==> config.mk <==
export PLATFORM = sky130hd
export DESIGN_NAME = pipeline_hazard_ctrl
export DESIGN_NICKNAME = d
export VERILOG_FILES = /design/src/rtl/pipeline_hazard_ctrl.sv
export SDC_FILE = /design/constraint.sdc
export NUM_CORES = 1
export LEC_CHECK = 0
export CAP_MARGIN = 20
export CORE_MARGIN = 5
export CORE_UTILIZATION = 30
export DETAILED_ROUTE_END_ITERATION = 6
export HOLD_SLACK_MARGIN = 0.02
export PLACE_DENSITY_LB_ADDON = 0.08
export SETUP_SLACK_MARGIN = 0.02
export SLEW_MARGIN = 40
export SYNTH_ARGS = -nofsm -noshare
export SYNTH_HDL_FRONTEND = slang
export SYNTH_SLANG_ARGS = --single-unit
==> constraint.sdc <==
create_clock -name clk -period 2.05 [get_ports clk]
set_input_delay 0.41 -clock clk [delete_from_list [all_inputs] [get_ports clk]]
set_output_delay 0.41 -clock clk [all_outputs]
set_load 0.05 [all_outputs]
==> src/rtl/pipeline_hazard_ctrl.sv <==
// Stall/flush sequencer for the 5-stage LEGv8 pipeline: load-use bubbles, taken-branch flushes, data-memory freeze.
// Latency: all controls are combinational from the current inputs/state; counters and mem_err update on the next edge.
// Backpressure: an outstanding data-memory access (memop without dmem_ready) freezes every pipeline register until ready or timeout.
//
// Ports:
//   clk, reset            - clock and asynchronous active-low reset
//   ID_EX_*/IF_ID_*       - load-use detection inputs (EX load destination vs ID sources)
//   EX_MEM_*              - MEM stage memory op / taken branch
//   dmem_ready/dmem_req   - data-memory handshake
//   *_write / *_flush     - pipeline register enables and control-field clears
//   mem_err               - sticky memory timeout flag
//   stall_cnt, flush_cnt  - saturating performance counters
module pipeline_hazard_ctrl #(
  parameter int CNT_W       = 16,
  parameter int MEM_TIMEOUT = 15
) (
  input  logic             clk,
  input  logic             reset,
  input  logic             ID_EX_memRead,
  input  logic [4:0]       ID_EX_rd,
  input  logic [4:0]       IF_ID_rn1,
  input  logic [4:0]       IF_ID_rm2,
  input  logic             IF_ID_usesRm2,
  input  logic             EX_MEM_memRead,
  input  logic             EX_MEM_memWrite,
  input  logic             EX_MEM_branchTaken,
  input  logic             dmem_ready,
  output logic             dmem_req,
  output logic             PC_write,
  output logic             IF_ID_write,
  output logic             ID_EX_write,
  output logic             EX_MEM_write,
  output logic             MEM_WB_write,
  output logic             IF_ID_flush,
  output logic             ID_EX_flush,
  output logic             EX_MEM_flush,
  output logic             mem_err,
  output logic [CNT_W-1:0] stall_cnt,
  output logic [CNT_W-1:0] flush_cnt
);

  typedef enum logic {RUN, MEM_WAIT} state_t;

  localparam logic [7:0] TIMEOUT_VAL = 8'(MEM_TIMEOUT);

  state_t     state, state_nxt;
  logic [7:0] wcnt, wcnt_nxt;
  logic       memop;
  logic       load_use;
  logic       set_err;
  logic       branch_evt;

  assign memop = EX_MEM_memRead | EX_MEM_memWrite;

  // XZR (register 31) always reads zero, so a load targeting it creates no dependency.
  assign load_use = ID_EX_memRead && (ID_EX_rd != 5'd31) &&
                    ((ID_EX_rd == IF_ID_rn1) || (IF_ID_usesRm2 && (ID_EX_rd == IF_ID_rm2)));

  always_comb begin
    state_nxt    = state;
    wcnt_nxt     = wcnt;
    set_err      = 1'b0;
    branch_evt   = 1'b0;
    dmem_req     = 1'b0;
    PC_write     = 1'b1;
    IF_ID_write  = 1'b1;
    ID_EX_write  = 1'b1;
    EX_MEM_write = 1'b1;
    MEM_WB_write = 1'b1;
    IF_ID_flush  = 1'b0;
    ID_EX_flush  = 1'b0;
    EX_MEM_flush = 1'b0;

    case (state)
      RUN: begin
        dmem_req = memop;
        if (memop && !dmem_ready) begin
          // Freeze beats branch and load-use: nothing may move while MEM is blocked.
          {PC_write, IF_ID_write, ID_EX_write, EX_MEM_write, MEM_WB_write} = 5'b0;
          state_nxt = MEM_WAIT;
          wcnt_nxt  = 8'd1;
        end else if (EX_MEM_branchTaken) begin
          // The ID instruction is discarded, so any load-use on it is moot.
          IF_ID_flush  = 1'b1;
          ID_EX_flush  = 1'b1;
          EX_MEM_flush = 1'b1;
          branch_evt   = 1'b1;
        end else if (load_use) begin
          PC_write    = 1'b0;
          IF_ID_write = 1'b0;
          ID_EX_flush = 1'b1;
        end
      end
      MEM_WAIT: begin
        dmem_req = 1'b1;
        if (dmem_ready) begin
          state_nxt = RUN;
          wcnt_nxt  = 8'd0;
        end else if (wcnt == TIMEOUT_VAL) begin
          // Abandon the access and let the pipeline advance this cycle.
          set_err   = 1'b1;
          state_nxt = RUN;
          wcnt_nxt  = 8'd0;
        end else begin
          {PC_write, IF_ID_write, ID_EX_write, EX_MEM_write, MEM_WB_write} = 5'b0;
          wcnt_nxt = wcnt + 8'd1;
        end
      end
      default: begin
        state_nxt = RUN;
        wcnt_nxt  = 8'd0;
      end
    endcase

    // Reset must drop the request immediately, even mid-access.
    if (!reset) begin
      dmem_req     = 1'b0;
      PC_write     = 1'b1;
      IF_ID_write  = 1'b1;
      ID_EX_write  = 1'b1;
      EX_MEM_write = 1'b1;
      MEM_WB_write = 1'b1;
      IF_ID_flush  = 1'b0;
      ID_EX_flush  = 1'b0;
      EX_MEM_flush = 1'b0;
    end
  end

  always_ff @(posedge clk or negedge reset) begin
    if (!reset) begin
      state     <= RUN;
      wcnt      <= 8'd0;
      mem_err   <= 1'b0;
      stall_cnt <= '0;
      flush_cnt <= '0;
    end else begin
      state <= state_nxt;
      wcnt  <= wcnt_nxt;
      if (set_err) mem_err <= 1'b1;
      if (!PC_write && (stall_cnt != '1)) stall_cnt <= stall_cnt + CNT_W'(1);
      if (branch_evt && (flush_cnt != '1)) flush_cnt <= flush_cnt + CNT_W'(1);
    end
  end

endmodule
## After elaboration in Yosys (flattened, before gate mapping)

Index checks and enable logic that the tools add are counted.

- Bitwise gates (word level): 2
- Divide/modulo/power cells: 0
- Mux-type cells: 31
- Shift operators: 0
- Eq/ne operators: 7
- Add/subtract/negate cells: 3
- Reduce and logical (&&, ||, !) cells: 9
- Order comparisons: 0
- Multiply operators: 0

Operator list:

| kind | count |
|---|---|
| 16-bit by 1-bit adder with 16-bit output (second input constant) | 2 |
| 16-bit inequality test (second input constant) | 2 |
| 8-bit 2-to-1 mux | 3 |
| 1-bit 2-to-1 mux | 23 |
| 8-bit one-hot mux with 2 select lines | 1 |
| 5-bit equality test | 2 |
| 8-bit by 1-bit adder with 8-bit output (second input constant) | 1 |
| 8-bit by 4-bit equality test with 1-bit output (second input constant) | 1 |
| 1-bit one-hot mux with 2 select lines | 4 |
| 1-bit logical AND | 6 |
| 5-bit inequality test (second input constant) | 1 |
| 1-bit zero test | 2 |
| 2-bit inequality test (second input constant) | 1 |
| 1-bit logical OR | 1 |
| 1-bit inverter | 1 |
| 1-bit OR | 1 |

- Memories: 0
- Memory bits (read-only): 0
- RAM bits: 0
- Output and inout bits: 42
- Latch bits: 0
- Input bits: 23
- Register bits: 42
- Word-level logic and storage cells: 57

## Logic depth before layout (Yosys ltp)

- Depth in word-level cells: 11
- Depth in mapped cells: 8
- Gate-level depth less buffers: 7

## Worst setup path after synthesis

No wires, ideal clock.

- Kind: flip-flop to output port
- Start point: register wcnt[5]
- End point: output PC_write
- Path buffers: 1
- Path slack: -0.779 ns
- Data required time: 1.640 ns
- Cell stages (with the launch flop): 5
- Arrival: 2.419 ns
- Cell sequence: dfrtp_1 > or3_4 > o311ai_4 > a21boi_2 > buf_4

- Cells in the longest elaborated chain, start to end: 5

Ends and longest elaborated chain:

| item | RTL line | source |
|---|---|---|
| start: declaration | 47 | `logic [7:0] wcnt, wcnt_nxt;` |
| start signal: assignment | 138 | `wcnt <= wcnt_nxt;` |
| 8-bit by 4-bit equality test with 1-bit output | 99 | `end else if (wcnt == TIMEOUT_VAL) begin` |
| 1-bit 2-to-1 mux (2 in a row) | - |  |
| 1-bit one-hot mux with 2 select lines | - |  |
| 1-bit 2-to-1 mux | - |  |
| end: declaration | 29 | `output logic PC_write,` |

No other way between the ends.

## Worst setup path after layout

- Start point: register wcnt[5]
- End point: output PC_write

- Cells in the longest elaborated chain, start to end: 5

Ends and longest elaborated chain:

| item | RTL line | source |
|---|---|---|
| 8-bit by 4-bit equality test with 1-bit output | 99 |  |
| 1-bit 2-to-1 mux | 99 |  |
| 1-bit 2-to-1 mux | 96 | `if (dmem_ready) begin` |
| 1-bit one-hot mux with 2 select lines | 74 | `case (state)` |
| 1-bit 2-to-1 mux | 116 | `if (!reset) begin` |

No other way between the ends.

==> flow_summary.toml <==
[final_layout]
syn_to_final_growth_pct = 63.65
instances_no_fill = 448
final_area_mm2 = 0.003706
nets = 374
fill_cells = 726
n_antenna_cell = 0
drive_above_1_share_pct = 33.52
final_util_pct = 50.82

[setup_path]
path_cells = "or3_4 -> o311ai_4 -> a21boi_4 -> buf_12"
arrival_ps = 1880
critical_path_buf_inv_count = 1
crit_required_ps = 1640
cp-end-kind = "primary output"
crit_family = "compound AO/OA/AOI/OAI gates"
slowest_stage = "or3_4"
crit_type = "reg -> out"
cp_max_fo = 3
worstSetupStartpointType = "flip-flop"
slowest_delay_ps = 410

[routing]
routedWlPerCell_um = 14.00
vias_per_cell = 4.676
firstDrtPassIters = 4
vias = 2095
dr.first_iter.drc_count = 106
ant_nets = 0
route.detailed.drc = 0
routed_wl_mm = 6.271

[floorplanning]
dieWidth_um = 96.89
fp.dieArea_mm2 = 0.009387
initial_utilization_pct = 31.06
num_rows = 31
ios = 65
fp.dieH_um = 96.89
core_area_mm2 = 0.007292

[yosys]
synth_area_per_cell_um2 = 9.720
yosysMostFrequentCell = "dfrtp_1"
synth_top_area_share_pct = 46.41
synth_cell_types = 37
ys_ff_latch = 42
ys.flop_type = "dfrtp_1"
yosysWarnings = 0
synth_edf_count = 0
synth_top_cell_by_area = "dfrtp_1"
synthArstFlopShare_pct = 100.0
synthesis.nets = 259
yosysSeqAreaShare_pct = 46.41
yosys-top-cells-count = "dfrtp_1, nand2_1, nor2_1, xnor2_1"
synth_area_leaders = "dfrtp_1, xnor2_1, xor2_1, nand2_1, nand3_1"
synth_cells = 233
synthesis.area_mm2 = 0.002265

[min_path]
hold_path.class = "in -> async"

[pwr]
total_power_mw = 2.862
seq_power_share_pct = 37.0
leakagePower_nw = 1.860
powerDensity_mw_per_mm2 = 772.3
peakVddDrop_mv = 0.6901
p_comb_share_pct = 44.6
p_switching_mw = 1.154
p_sw_share_pct = 40.33
p_clk_share_pct = 18.4
intPower_mw = 1.708

[cts]
cts_tree = "done"
clk_latency_ps = 290
clock-root-buffer = "clkbuf_8"
cts_sinks = 42
ctsHoldBuffers = 0
clk_pin_slew_ps = 90
max-clock-path-buffers = 2
h-tree-depth = 2
cts_made_buffers = 5

[run_status]
status = "finished with violations"
violations = "setup timing"

[timing]
fin_skew_ps = 9.597
rsz0062_at_grt = "true"
setup_slack_ps = -237.0
slew_violations = 0
fmax_ghz = 0.4373
setup_violations = 19
period_share_pct = 111.6
finalHoldViolCount = 0
worstMarginPinSlew_ps = 512.3
setup_tns_ps = -2224
slew_headroom_pct = 65.79
layout_min_cycle_time_ps = 2287
holdWs_ps = 133.9

[global_routing]
grt_pass1_vias = 2139
grt_pass1_wl_mm = 10.43
antenna_found_initial = 0
grt.overflow.total = 0
grt_max_degree = 29
gr-usage-all-layers_pct = 13.39

[place]
port_buffers = 64
dp_hpwl_mm = 4.710
routabilityCongestion = 0.8170
dp_cells = 433
placed_cell_area_mm2 = 0.003453
place_ws_ps = -342.1

[run]
drv_cap = 0
[area by class of cell]
cell class,count,area (um^2),share of cell area [%]
multi-input cells,180,1305,35.21
repair buffers,114,1120,30.22
flip-flops and latches,42,1056,28.49
well taps,99,123.9,3.342
clock buffers,6,72.57,1.958
inverters,5,18.77,0.5064
clock inverters,2,10.01,0.2701
[cells in the final DEF, fill, tap and decap left out, drive strengths merged, types with 3 or more instances in the layout]
cell type / Yosys / layout
dlymetal6s2s: 0 / 20
nor4: 4 / 4
dfrtp: 42 / 42
o21ai: 12 / 12
and3: 10 / 10
nor2: 27 / 27
xnor2: 21 / 21
nor3: 7 / 7
nand4: 7 / 7
ha: 3 / 3
inv: 5 / 5
clkdlybuf4s50: 0 / 23
nand2: 29 / 29
buf: 5 / 65
nand3: 19 / 19
xor2: 19 / 19
clkbuf: 1 / 11
[final timing paths]
check,from,end,slack [ps],cells after the start
hold reg to reg,mem_err,mem_err,500,1
setup / recovery,wcnt[5],PC_write,-240,4
hold / removal,reset,wcnt[7],130,2
setup reg to reg,wcnt[5],stall_cnt[13],-100,9
min in group clk,mem_err,mem_err,500,1
max in group asynchronous,reset,stall_cnt[1],1500,2
[power groups by stage]
stage,clock [mW],sequential [mW],combinational [mW]
floorplan,0,1.47,0.320
global placement,0,1.07,1.26
detailed placement,0,1.07,1.26
CTS,0.548,1.06,1.29
global route,0.578,1.08,1.37
finish,0.528,1.06,1.28
[sequential cells by signal (all words and copies together), names as in the netlist]
name	cells
state	1
mem_err	1
wcnt	8
flush_cnt	16
stall_cnt	16
[cell families after synthesis]
logic type / count (synthesis) / share of synthesized area [%]
DFF: 42 / 46.41
muxes: 2 / 0.9944
AOI/OAI and AO/OA: 24 / 8.233
adders and majority gates: 3 / 1.658
and+or+nand+nor: 111 / 24.42
buffers and inverters: 11 / 2.818
xor gates and xnor gates: 40 / 15.47
[per-layer routing]
metal	global-route usage, %	part of all wire [%]
met2	20.75	45
met3	3.669	5.6
met4	4.212	1.7
met1	18.09	48
met5	0	0
[worst reg2reg max path, stage by stage, from the launching register on]
cell and delay [ps]:
dfrtp_1 390, or3_4 410, o311ai_4 300, buf_4 180, buf_6 90, nor2_2 40
a21oi_4 250, buf_4 180, nor3_2 40, xor2_1 150
[timing repair]
action	CTS	global route
cloned	0	0
setup endpoints to repair	15	34
endpoints found under the hold margin	0	0
buffers inserted	7	1
pin swaps	4	23
resized for setup	19	39
(Power assumes the default switching activity.)
